### src/rtl/store_pkg.sv
// Shared opcode, funct3 and state definitions for the store sequencer
// and its lane-alignment helper.
package store_pkg;

    localparam logic [6:0] OPC_STORE = 7'b0100011;

    localparam logic [2:0] F3_SB = 3'b000;
    localparam logic [2:0] F3_SH = 3'b001;
    localparam logic [2:0] F3_SW = 3'b010;
    localparam logic [2:0] F3_SD = 3'b011;

    typedef enum logic [1:0] {
        IDLE  = 2'd0,
        REQ   = 2'd1,
        DONE  = 2'd2,
        FAULT = 2'd3
    } state_t;

endpackage

### src/rtl/store_align.sv
// Combinational byte-lane steering for stores: byte enables, replicated
// write data, misalignment and unsupported-width detection.
module store_align
    import store_pkg::*;
#(
    parameter int XLEN = 32,
    localparam int NB = XLEN / 8,
    localparam int OW = $clog2(NB)
) (
    input  logic [2:0]      funct3,
    input  logic [OW-1:0]   offset,
    input  logic [XLEN-1:0] rs2,
    output logic [NB-1:0]   be,
    output logic [XLEN-1:0] wdata,
    output logic            misalign,
    output logic            illegal_f3
);

    logic [2:0] off3;

    // Narrow stores replicate their data into every lane so the memory only
    // has to honour the byte enables.
    always_comb begin
        off3       = 3'(offset);
        be         = '0;
        wdata      = '0;
        misalign   = 1'b0;
        illegal_f3 = 1'b0;
        case (funct3)
            F3_SB: begin
                be    = NB'(1) << offset;
                wdata = {NB{rs2[7:0]}};
            end
            F3_SH: begin
                be       = NB'(2'b11) << offset;
                wdata    = {(NB/2){rs2[15:0]}};
                misalign = off3[0];
            end
            F3_SW: begin
                be       = NB'(4'hF) << offset;
                wdata    = {(NB/4){rs2[31:0]}};
                misalign = (off3[1:0] != 2'b00);
            end
            F3_SD: begin
                if (XLEN == 64) begin
                    be       = '1;
                    wdata    = rs2;
                    misalign = (off3 != 3'b000);
                end else begin
                    illegal_f3 = 1'b1;
                end
            end
            default: illegal_f3 = 1'b1;
        endcase
    end

endmodule

### src/rtl/store_sequencer.sv
// Sequences one store through a request/ready memory handshake and raises
// done or a single fault pulse; the core stalls while busy is high.
module store_sequencer
    import store_pkg::*;
#(
    parameter int XLEN    = 32,
    parameter int TIMEOUT = 16,
    localparam int NB = XLEN / 8,
    localparam int OW = $clog2(NB)
) (
    input  logic            clk,
    input  logic            reset,
    input  logic            start,
    input  logic [31:0]     insn,
    input  logic [XLEN-1:0] eff_addr,
    input  logic [XLEN-1:0] rs2_data,
    input  logic            mem_ready,
    output logic            mem_req,
    output logic            mem_we,
    output logic [XLEN-1:0] mem_addr,
    output logic [XLEN-1:0] mem_wdata,
    output logic [NB-1:0]   mem_be,
    output logic            addr_sel,
    output logic            sub_sra,
    output logic            pc_next_sel,
    output logic            pc_alu_sel,
    output logic            rd_we,
    output logic            busy,
    output logic            done,
    output logic            misalign,
    output logic            timeout,
    output logic            illegal
);

    localparam int CW = (TIMEOUT > 0) ? $clog2(TIMEOUT + 1) : 1;

    state_t          state, state_next;
    logic [CW-1:0]   counter, counter_next;
    logic            req_next, addr_sel_next, busy_next;
    logic            done_next, misalign_next, timeout_next, illegal_next;
    logic [XLEN-1:0] addr_next, wdata_next;
    logic [NB-1:0]   be_next;

    logic [NB-1:0]   al_be;
    logic [XLEN-1:0] al_wdata;
    logic            al_misalign, al_illegal;
    logic            unused_insn_bits;

    assign unused_insn_bits = ^{insn[31:15], insn[11:7]};

    store_align #(.XLEN(XLEN)) u_align (
        .funct3     (insn[14:12]),
        .offset     (eff_addr[OW-1:0]),
        .rs2        (rs2_data),
        .be         (al_be),
        .wdata      (al_wdata),
        .misalign   (al_misalign),
        .illegal_f3 (al_illegal)
    );

    assign mem_we      = mem_req;
    assign sub_sra     = 1'b0;
    assign pc_next_sel = 1'b0;
    assign pc_alu_sel  = 1'b0;
    assign rd_we       = 1'b0;

    // Next-state and next-output logic; every visible output is a flop, so
    // each pulse is computed one cycle ahead of the state it belongs to.
    always_comb begin
        state_next    = state;
        counter_next  = counter;
        req_next      = mem_req;
        addr_sel_next = addr_sel;
        addr_next     = mem_addr;
        wdata_next    = mem_wdata;
        be_next       = mem_be;
        done_next     = 1'b0;
        misalign_next = 1'b0;
        timeout_next  = 1'b0;
        illegal_next  = 1'b0;
        case (state)
            IDLE: begin
                if (start) begin
                    if (insn[6:0] != OPC_STORE || al_illegal) begin
                        illegal_next = 1'b1;
                    end else if (al_misalign) begin
                        state_next    = FAULT;
                        misalign_next = 1'b1;
                    end else begin
                        state_next    = REQ;
                        counter_next  = '0;
                        req_next      = 1'b1;
                        addr_sel_next = 1'b1;
                        addr_next     = {eff_addr[XLEN-1:OW], OW'(0)};
                        wdata_next    = al_wdata;
                        be_next       = al_be;
                    end
                end
            end
            REQ: begin
                if (mem_ready) begin
                    state_next    = DONE;
                    done_next     = 1'b1;
                    req_next      = 1'b0;
                    addr_sel_next = 1'b0;
                end else if (TIMEOUT > 0 && counter == CW'(TIMEOUT - 1)) begin
                    state_next    = FAULT;
                    timeout_next  = 1'b1;
                    req_next      = 1'b0;
                    addr_sel_next = 1'b0;
                end else if (counter != {CW{1'b1}}) begin
                    counter_next = counter + 1'b1;
                end
            end
            DONE:    state_next = IDLE;
            FAULT:   state_next = IDLE;
            default: state_next = IDLE;
        endcase
        busy_next = (state_next != IDLE);
    end

    // Reset aborts any in-flight store silently: no done and no fault pulse.
    always_ff @(posedge clk) begin
        if (reset) begin
            state     <= IDLE;
            counter   <= '0;
            mem_req   <= 1'b0;
            addr_sel  <= 1'b0;
            mem_addr  <= '0;
            mem_wdata <= '0;
            mem_be    <= '0;
            busy      <= 1'b0;
            done      <= 1'b0;
            misalign  <= 1'b0;
            timeout   <= 1'b0;
            illegal   <= 1'b0;
        end else begin
            state     <= state_next;
            counter   <= counter_next;
            mem_req   <= req_next;
            addr_sel  <= addr_sel_next;
            mem_addr  <= addr_next;
            mem_wdata <= wdata_next;
            mem_be    <= be_next;
            busy      <= busy_next;
            done      <= done_next;
            misalign  <= misalign_next;
            timeout   <= timeout_next;
            illegal   <= illegal_next;
        end
    end

endmodule

### config.mk
export PLATFORM = sky130hd
export DESIGN_NAME = store_sequencer
export DESIGN_NICKNAME = d
export VERILOG_FILES = /design/src/rtl/store_pkg.sv /design/src/rtl/store_align.sv /design/src/rtl/store_sequencer.sv
export SDC_FILE = /design/constraint.sdc
export NUM_CORES = 1
export LEC_CHECK = 0
export CAP_MARGIN = 0
export CORE_AREA = 10 10 162 89
export CTS_CLUSTER_SIZE = 10
export DETAILED_ROUTE_END_ITERATION = 7
export DIE_AREA = 0 0 172 99
export DONT_BUFFER_PORTS = 1
export GPL_TIMING_DRIVEN = 0
export PLACE_DENSITY = 0.49
export SYNTH_ARGS = -nofsm -noshare
export SYNTH_HDL_FRONTEND = slang
export SYNTH_SLANG_ARGS = --single-unit
### constraint.sdc
create_clock -name clk -period 1.65 [get_ports clk]
set_input_delay 0.0825 -clock clk [delete_from_list [all_inputs] [get_ports clk]]
set_output_delay 0.0825 -clock clk [all_outputs]
set_load 0.05 [all_outputs]
==> results.yml <==
placed_design:
  port_buffers: 0
  place_ws_ns: -0.140
  post-place-cells: 568
  place.gp.congestion: 0.775
  placed_cell_area_mm2: 0.00422
  dp_hpwl_mm: 9.94
floorplanning:
  core_region_area_mm2: 0.0116
  die_area_mm2: 0.0170
  initial_core_util: 0.345
  die_y_um: 99
  chipWidth_um: 172
  rows: 28
  boundaryPins: 180
detailed_routing:
  vias: 3202
  wl_per_cell_um: 21.0
  viasPerCell: 4.96
  drtAntennaViolNets: 0
  drtIter0Drc: 148
  wl_mm: 13.5
  drc: 0
  drt_pass1_iterations: 4
pwr:
  swShare: 0.240
  leakage_nw: 1.94
  p_seq_frac: 0.438
  power_density_mw_per_mm2: 830
  clockPowerShare: 0.464
  p_switching_mw: 1.05
  p_int_mw: 3.33
  ir_worst_vdd_mv: 0.381
  p_comb_frac: 0.098
  total_power_mw: 4.38
critical_path:
  r2r-end: "counter[3]"
  r2r_setup_slack_ns: -0.03
  setup.worst_path.end: "counter[3]"
  critical_path.endpoint_type: "flop"
  cp_max_fo: 4
  start_kind: "flop"
  cp.required_ns: 1.91
  r2r_start: "counter[0]"
  crit_type: "reg -> reg"
  arrival_ns: 1.94
  worstSetupStartpoint: "counter[0]"
  r2r_cells: 8
sta:
  clock.fmax_ghz: 0.594
  rsz0062_at_grt: "yes"
  report.final.slew_viol_count: 0
  finalClockSkew_ns: 0.00643
  worst_pin_slew_ns: 0.598
  fin_crit_sh: 1.02
  tns_ns: -0.0767
  fin_crit_ns: 1.68
  slew_headroom: 0.601
  setup_slack_ns: -0.0347
  setup_violations: 3
  final-hold-violation-count: 0
  hold_ws_ns: 0.0126
clocking:
  cts.sinks: 79
  numCtsBuffers: 9
  clk_pin_slew_ns: 0.06
  ctsHtreeMaxLevel: 3
  clockBufferDepth: 2
  cts_root_buffer: "clkbuf_16"
  tritoncts: "yes"
  clock_latency_ns: 0.34
synthesis:
  syn_inst: 413
  synth_cell_types: 42
  ys_seq_area_frac: 0.397
  ys_ff_latch: 79
  synth.avg_cell_area_um2: 9.65
  yosysWarnings: 0
  netlist_area_mm2: 0.00398
final_layout:
  final_area_mm2: 0.00528
  multi_input_area_mm2: 0.00227
  nFillCells: 1126
  regArea_mm2: 0.00159
  final_cells: 645
  drive_gt1_frac: 0.138
  layout.nets: 593
  utilization: 0.456
  syn2layout_area_growth_pct: 32.4
grt:
  antenna_found_initial: 0
  grt_pass1_vias: 3366
  gr-total-overflow: 0
  grt_max_degree: 14
  grt_pass1_wl_mm: 20.2
  gr-usage-all-layers: 0.153
run_status:
  violations: "setup timing"
  status: "finished, violations left"
job:
  maxCapViolCount: 0
min_path:
  hold_path.class: "in -> reg"
## cells in the final DEF (no fill, tap or decap), types with 3 or more instances in the layout
master	netlist	final
nand2b_1	98	98
dfxtp_1	79	75
mux2i_1	74	73
dlygate4sd3_1	0	50
nand2_1	38	37
o2bb2ai_1	16	16
clkbuf_1	15	15
buf_4	8	11
clkbuf_16	0	11
a22o_1	8	8
buf_12	1	7
nor2_1	6	6
buf_2	6	6
conb_1	1	6
nand3b_1	5	5
buf_6	6	4
dfxtp_2	0	4
inv_1	3	3
nor2b_1	3	3
nand4_1	3	3
nor3_1	4	3
a21oi_1	3	3
o21ai_0	3	3
ha_4	0	3
clkinv_2	0	3
## power by group through the flow
stage	combinational, mW	sequential [mW]	clock, mW
2_1_floorplan	0.249	1.96	0
3_3_place_gp	0.309	1.96	0
3_5_place_dp	0.312	1.96	0
4_1_cts	0.421	1.92	2.09
5_1_grt	0.469	1.92	2.18
6_report	0.429	1.92	2.03
## cells in the mapped netlist
cell type	count	area, um^2
a21o_1	1	7.51
a21oi_1	3	15.0
a21oi_2	2	17.5
a21oi_4	1	16.3
a22o_1	8	70.1
a22oi_1	1	7.51
and2_1	1	6.26
and3_1	3	18.8
and4bb_2	1	12.5
buf_12	1	20.0
buf_2	6	30.0
buf_4	8	60.1
buf_6	6	67.6
clkbuf_1	15	56.3
clkinv_1	1	3.75
conb_1	1	3.75
dfxtp_1	79	1580
ha_1	4	50.1
inv_1	3	11.3
mux2i_1	74	741
nand2_1	38	143
nand2b_1	98	613
nand3_1	2	10.0
nand3b_1	5	37.5
nand4_1	3	18.8
nand4_2	1	12.5
nor2_1	6	22.5
nor2b_1	3	18.8
nor3_1	4	20.0
nor3b_1	2	15.0
nor3b_2	1	12.5
nor3b_4	1	18.8
nor4b_1	1	8.76
o21ai_0	3	15.0
o21ai_1	1	5.00
o22ai_2	1	12.5
o2bb2ai_1	16	140
o31ai_1	1	7.51
o32ai_1	2	17.5
or2b_1	2	15.0
or3_1	1	6.26
xor2_1	2	17.5
## critical path, cell delays in order (launching register included)
cell and delay [ns]:
dfxtp_2 0.34, ha_4 0.15, and3_4 0.20, ha_4 0.16, nor3_4 0.21, buf_6 0.13
nand3_2 0.07, xor2_1 0.19, nor3_1 0.16
## cells by family (layout without fill, tap and decap cells)
| group | count (synthesis) | after routing | share of synthesized area |
|---|---|---|---|
| AND/OR/NAND/NOR | 173 | 173 | 0.253 |
| other | 1 | 7 | 0.000941 |
| flip-flops | 79 | 79 | 0.397 |
| adder cells (fa/ha/maj) | 4 | 4 | 0.0126 |
| XOR/XNOR | 2 | 2 | 0.00440 |
| buffers and inverters | 40 | 116 | 0.0625 |
| multiplexers | 74 | 74 | 0.186 |
| AO/OA/AOI/OAI | 40 | 40 | 0.0832 |
## routing by layer
| layer | track usage | vias up | routed length [um] |
|---|---|---|---|
| met5 | 0 | - | 0 |
| met4 | 0.0343 | 0 | 78 |
| met3 | 0.0876 | 6 | 1710 |
| met2 | 0.211 | 128 | 5520 |
| met1 | 0.201 | 1525 | 6210 |
| li1 | - | 1543 | - |
## worst min path at each step
| stage | startpoint | endpoint | depth (start not counted) |
|---|---|---|---|
| after CTS | eff_addr[0] | mem_be[2] | 3 |
| after detailed placement | mem_ready | timeout | 1 |
| final | rs2_data[10] | mem_wdata[10] | 3 |
| after global routing | rs2_data[10] | mem_wdata[10] | 3 |
| after floorplan | mem_ready | timeout | 1 |
| after global placement | mem_ready | timeout | 1 |
## cell type report
type	count	share of cell area
diodes	1	0.000474
plain buffers	36	0.0517
clock buffers	10	0.0453
clock inverters	6	0.0114
inverters	4	0.00285
multi-input cells	299	0.429
flip-flops and latches	79	0.301
well taps	150	0.0356
repair buffers	60	0.123
## registers in the layout (all words and copies together) (netlist names)
signal,flops
addr_sel,1
mem_wdata,32
busy,1
mem_be,4
done,1
mem_addr,30
illegal,1
misalign,1
state,2
counter,5
timeout,1
## repair_timing
item	4_1_cts	5_1_grt
hold buffers	50	0
setup endpoints to repair	45	56
buffers inserted	6	2
resized for setup	3	23
pin swaps	2	7
endpoints found under the hold margin	52	0
gates cloned	0	2
Power figures use the tool's default switching activity.
